File: config.mk
export PLATFORM = sky130hd
export DESIGN_NAME = bitcount_ud_n_flat
export DESIGN_NICKNAME = d
export VERILOG_FILES = /design/src/rtl/bitcount_ud_n_if.sv /design/src/rtl/bitcount_ud_n.sv /design/src/flat_wrapper.sv
export SDC_FILE = /design/constraint.sdc
export NUM_CORES = 1
export LEC_CHECK = 0
export ABC_AREA = 1
export CORE_MARGIN = 2
export CORE_UTILIZATION = 30
export DETAILED_ROUTE_END_ITERATION = 6
export GPL_ROUTABILITY_DRIVEN = 1
export PLACE_DENSITY = 0.62
export RECOVER_POWER = 25
export SLEW_MARGIN = 20
export SYNTH_ARGS = -nofsm -noshare
export SYNTH_HDL_FRONTEND = slang
export SYNTH_SLANG_ARGS = --single-unit
File: constraint.sdc
create_clock -name clk -period 3.8 [get_ports clk]
set_input_delay 1.14 -clock clk [delete_from_list [all_inputs] [get_ports clk]]
set_output_delay 1.14 -clock clk [all_outputs]
set_load 0.02 [all_outputs]
File: src/rtl/bitcount_ud_n_if.sv
// Signal bundle for bitcount_ud_n: control/load inputs and count/flag outputs.
// The master drives control and load; the slave (the counter) drives the count and flags.
interface bitcount_ud_n_if #(
  parameter int unsigned WIDTH = 4
);
  logic             en;
  logic             x;
  logic             load;
  logic [WIDTH-1:0] d;
  logic [WIDTH-1:0] q;
  logic             tc;
  logic             wrap;

  modport master (
    output en,
    output x,
    output load,
    output d,
    input  q,
    input  tc,
    input  wrap
  );

  modport slave (
    input  en,
    input  x,
    input  load,
    input  d,
    output q,
    output tc,
    output wrap
  );
endinterface

File: src/rtl/bitcount_ud_n.sv
// Parametrised modulo-(MAX+1) up/down counter with load, terminal count and wrap pulse.
// Define BITCOUNT_UD_SAT_EN to saturate at 0/MAX instead of wrapping (wrap then stays 0).
module bitcount_ud_n #(
  parameter int unsigned WIDTH = 4,
  parameter int unsigned MAX   = (1 << WIDTH) - 1
) (
  input logic                   clk,
  input logic                   reset,
  bitcount_ud_n_if.slave        bus
);

  localparam logic [WIDTH-1:0] MaxVal  = WIDTH'(MAX);
  localparam logic [WIDTH-1:0] ZeroVal = '0;
  localparam logic [WIDTH-1:0] OneVal  = WIDTH'(1);

  logic [WIDTH-1:0] q_q, q_d;
  logic             wrap_q, wrap_d;
  logic             at_max, at_min;

  assign at_max = (q_q == MaxVal);
  assign at_min = (q_q == ZeroVal);

  always_comb begin
    q_d    = q_q;
    wrap_d = 1'b0;
    if (bus.load) begin
      // Clamp rather than truncate so q can never leave 0..MAX.
      q_d = (bus.d > MaxVal) ? MaxVal : bus.d;
    end else if (bus.en) begin
      if (bus.x) begin
        if (at_max) begin
`ifdef BITCOUNT_UD_SAT_EN
          q_d = MaxVal;
`else
          q_d    = ZeroVal;
          wrap_d = 1'b1;
`endif
        end else begin
          q_d = q_q + OneVal;
        end
      end else begin
        if (at_min) begin
`ifdef BITCOUNT_UD_SAT_EN
          q_d = ZeroVal;
`else
          q_d    = MaxVal;
          wrap_d = 1'b1;
`endif
        end else begin
          q_d = q_q - OneVal;
        end
      end
    end
  end

  always_ff @(posedge clk or negedge reset) begin
    if (!reset) begin
      q_q    <= '0;
      wrap_q <= 1'b0;
    end else begin
      q_q    <= q_d;
      wrap_q <= wrap_d;
    end
  end

  assign bus.q    = q_q;
  assign bus.wrap = wrap_q;
  assign bus.tc   = bus.en & ~bus.load & ((bus.x & at_max) | (~bus.x & at_min));

endmodule

File: src/flat_wrapper.sv
// flat-port wrapper written by rule: the top's interface ports become plain ports
module bitcount_ud_n_flat 
#(
  parameter int unsigned WIDTH = 4,
  parameter int unsigned MAX   = (1 << WIDTH) - 1
)
  (clk, reset, bus_en, bus_x, bus_load, bus_d, bus_q, bus_tc, bus_wrap);
  bitcount_ud_n_if #(.WIDTH(WIDTH)) bus_i ();
  input logic clk;
  input logic reset;
  input wire logic [$bits(bus_i.en)-1:0] bus_en;
  input wire logic [$bits(bus_i.x)-1:0] bus_x;
  input wire logic [$bits(bus_i.load)-1:0] bus_load;
  input wire logic [$bits(bus_i.d)-1:0] bus_d;
  output wire logic [$bits(bus_i.q)-1:0] bus_q;
  output wire logic [$bits(bus_i.tc)-1:0] bus_tc;
  output wire logic [$bits(bus_i.wrap)-1:0] bus_wrap;
  assign bus_i.en = bus_en;
  assign bus_i.x = bus_x;
  assign bus_i.load = bus_load;
  assign bus_i.d = bus_d;
  assign bus_q = bus_i.q;
  assign bus_tc = bus_i.tc;
  assign bus_wrap = bus_i.wrap;
  bitcount_ud_n #(.WIDTH(WIDTH), .MAX(MAX)) u_core (.clk(clk), .reset(reset), .bus(bus_i));
endmodule
==> impl_summary.log <==
INFO  metric path_clk_slew = 0.04 ns
INFO  metric cts_inserted_buffers = 3
INFO  metric dieArea = 1660 um^2
INFO  metric grt_setup_unrepaired = no
INFO  metric timing.rr.end = u_core.bus.q[2]
INFO  metric worst_skew_pair.late_latency = 0.24 ns
INFO  metric synth_simple_gate_area_share = 32.4%
INFO  metric die_extent_in_x = 40.8 um
INFO  metric detail_route.drc_violations = 0
INFO  metric global_route.usage.total = 15.2%
INFO  metric starting_density = 31.5%
INFO  metric run_status = finished, final reports clean
INFO  metric final_max_slew_viol_count = 0
INFO  metric final-hold-violation-count = 0
INFO  metric antenna_cells = 0
INFO  metric finClkSkew = 0.00249 ns
INFO  metric min_period_over_period = 87.8%
INFO  metric drc_violation_total_after_the_first_tritonroute_iteration = 2
INFO  metric vias = 436
INFO  metric power.ir.vdd_worst = 0.226 mV
INFO  metric critical_path.max_fanout = 3
INFO  metric yosys.area.top_type = sky130_fd_sc_hd__dfrtp_1
INFO  metric min_period = 3.34 ns
INFO  metric synth.cell_area = 405 um^2
INFO  metric clock_tree.htree_level_count = 1
INFO  metric antenna_viol_nets_final = 0
INFO  metric synth_area_leaders = sky130_fd_sc_hd__dfrtp_1 31%, sky130_fd_sc_hd__nand2_1 17%, sky130_fd_sc_hd__nand3_1 7.4%, sky130_fd_sc_hd__inv_1 6.5%, sky130_fd_sc_hd__ha_1 6.2%
INFO  metric floorplan.io_pins = 15
INFO  metric finalNetCount = 90
INFO  metric worst_r2r_path_depth = 5
INFO  metric timing.critical_path.arrival = 2.20 ns
INFO  metric worst_path_class_setup = primary input to primary output
INFO  metric timing.reg2reg.setup_slack = 2.42 ns
INFO  metric dp_hpwl = 780 um
INFO  metric synth_seq_area_share = 30.9%
INFO  metric layout-drive-gt1-share = 14.1%
INFO  metric grt_start_max_net_pins = 9
INFO  metric slew_worst_pin = 0.320 ns
INFO  metric proportion_of_synthesized_area_in_mux_cells = 0%
INFO  metric min_path_type = register to register
INFO  metric tns = 0 ns
INFO  metric synth_largest_type_area_fraction = 30.9%
INFO  metric ys_seq_elements = 5
INFO  metric via_count_of_the_first_global_routing_pass = 404
INFO  metric detail_route.wl_per_cell = 11.0 um
INFO  metric postSynthNetCount = 68
INFO  metric average_size_of_a_mapped_cell = 7.11 um^2
INFO  metric clock_tree_from_tritoncts = built
INFO  metric cts-root-buf = sky130_fd_sc_hd__clkbuf_4
INFO  metric std_cell_rows = 13
INFO  metric maxCapViolCount = 0
INFO  metric category_of_the_worst_setup_path_capture_point = primary output
INFO  metric synth_area_in_adders = 6.17%
INFO  metric cts.sink_count = 5
INFO  metric detailedRoute.firstPassIterationCount = 4
INFO  metric cp-endpoint = bus_tc
INFO  metric pwr_density_cell = 349 nW/um^2
INFO  metric startpoint_type = primary input
INFO  metric final-setup-viol-count = 0
INFO  metric critPathLaunch = bus_en
INFO  metric synth.distinct_cells = 17
INFO  metric placement.io_buffers = 14
INFO  metric grt_overflow = 0
INFO  metric postSynthCellCount = 57
INFO  metric vias_per_cell = 4.69
INFO  metric die-height = 40.8 um
INFO  metric worst_r2r_src = u_core.bus.q[0]
INFO  metric p_leak = 0.310 nW
INFO  metric grt_first_pass_wirelength = 1680 um
INFO  metric post_synth_xor_area_fraction = 4.32%
INFO  metric detail_route.wirelength = 1030 um
INFO  metric core_area = 1280 um^2
INFO  metric clock_tree.buffer_depth = 2
INFO  metric yosys_warnings = 0
INFO  metric synth_top_family_by_area = simple AND/OR/NAND/NOR gates
INFO  metric max_freq = 0.300 GHz
INFO  metric required = 2.66 ns
INFO  metric postCtsSetupBuffers = 0
INFO  metric synth-compound-area-share = 15.1%
INFO  metric syn2layout_area_growth = 50.9%
INFO  metric hold_ws = 0.649 ns
INFO  metric antenna_violations_before_repair = 0
INFO  metric maxSlewHeadroom = 78.6%
INFO  metric gp_congestion = 0.815
registers in the layout (all words and copies together), names as in the netlist:
name,count
u_core.bus.q,4
u_core.bus.wrap,1
routing by layer:
layer  wire length, um  part of all wire, %  GRT usage, %  vias up
met5                 0                    0             0        -
met4                 0                    0          2.50        0
met3                38                  3.7          4.89        0
met2               477                   46          26.2        9
met1               511                   50          18.5      189
li1                  -                    -             -      238
metrics by stage:
| step | setup WS [ns] | total power (W) | cell area (um^2) | cells | util [%] |
|---|---|---|---|---|---|
| after floorplan | 0.776 | 0.000119 | 405 | 57 | - |
| after global placement | 0.0846 | 0.000152 | 583 | 89 | 45.4 |
| after detailed placement | 0.0626 | 0.000153 | 583 | 89 | 45.4 |
| after CTS | 0.0626 | 0.000217 | 609 | 93 | 47.4 |
| after global routing | 0.395 | 0.000232 | 612 | 93 | 47.6 |
| final | 0.462 | 0.000214 | 612 | 93 | 47.6 |
layout by cell type, fill, tap and decap left out:
master | netlist | routed
sky130_fd_sc_hd__clkdlybuf4s50_1 | 0 | 12
sky130_fd_sc_hd__nand2_1 | 18 | 18
sky130_fd_sc_hd__o211ai_1 | 1 | 1
sky130_fd_sc_hd__dlymetal6s2s_1 | 0 | 1
sky130_fd_sc_hd__a22oi_1 | 2 | 2
sky130_fd_sc_hd__clkbuf_4 | 0 | 3
sky130_fd_sc_hd__clkbuf_1 | 0 | 1
sky130_fd_sc_hd__nor2_1 | 3 | 3
sky130_fd_sc_hd__dfrtp_1 | 5 | 5
sky130_fd_sc_hd__buf_4 | 1 | 5
sky130_fd_sc_hd__ha_1 | 2 | 2
sky130_fd_sc_hd__o21ai_1 | 2 | 2
sky130_fd_sc_hd__nor2_2 | 2 | 2
sky130_fd_sc_hd__xor2_1 | 2 | 2
sky130_fd_sc_hd__a211oi_1 | 2 | 2
sky130_fd_sc_hd__o2111ai_1 | 1 | 1
sky130_fd_sc_hd__a21oi_1 | 1 | 1
sky130_fd_sc_hd__nand3_2 | 1 | 1
sky130_fd_sc_hd__nand3_1 | 6 | 6
sky130_fd_sc_hd__inv_1 | 7 | 7
sky130_fd_sc_hd__dlygate4sd3_1 | 0 | 1
worst min path at each step:
stage	start	endpoint	slack, ns	depth (start not counted)
2_1_floorplan	u_core.bus.q[3]	u_core.bus.q[3]	0.67	2
3_3_place_gp	u_core.bus.q[3]	u_core.bus.q[3]	0.63	2
3_5_place_dp	u_core.bus.q[3]	u_core.bus.q[3]	0.63	2
5_1_grt	u_core.bus.q[3]	u_core.bus.q[3]	0.70	2
6_report	u_core.bus.q[3]	u_core.bus.q[3]	0.65	2
4_1_cts	u_core.bus.q[3]	u_core.bus.q[3]	0.64	2
power breakdown:
| group | total, W | internal [W] | leakage (nW) | switching (W) |
|---|---|---|---|---|
| logic | 0.0000782 | 0.0000388 | 0.233 | 0.0000393 |
| registers | 0.0000740 | 0.0000597 | 0.0616 | 0.0000144 |
| clock network | 0.0000614 | 0.0000397 | 0.0150 | 0.0000217 |
synth_stat cells (all sizes together):
master,instances
nand2,18
o2111ai,1
inv,7
buf,2
a211oi,2
o211ai,1
a22oi,2
nor2,5
o21ai,2
xor2,2
nand3,7
dfrtp,5
ha,2
a21oi,1
cell type report:
| cell class | count | area [um^2] |
|---|---|---|
| timing repair buffer | 19 | 180 |
| fill | 138 | 673 |
| sequential | 5 | 125 |
| tap | 15 | 18.8 |
| clock buffer | 4 | 26.3 |
| inverter | 7 | 26.3 |
| multi-input combinational | 43 | 235 |
cell families after synthesis:
kind of cell    count (synthesis)
simple gates                   30
buf+inv                         9
xor+xnor                        2
fa+ha+maj                       2
flops                           5
compound gates                  9
critical path: stages:
cell and delay (ns):
sky130_fd_sc_hd__clkdlybuf4s50_1 0.51, sky130_fd_sc_hd__nand2_1 0.10, sky130_fd_sc_hd__a211oi_1 0.20, sky130_fd_sc_hd__dlymetal6s2s_1 0.25
what timing repair did:
action,in CTS,in global routing
setup endpoints to repair,0,1
hold buffers,0,0
resized for setup,0,1
Power figures use the tool's default switching activity.
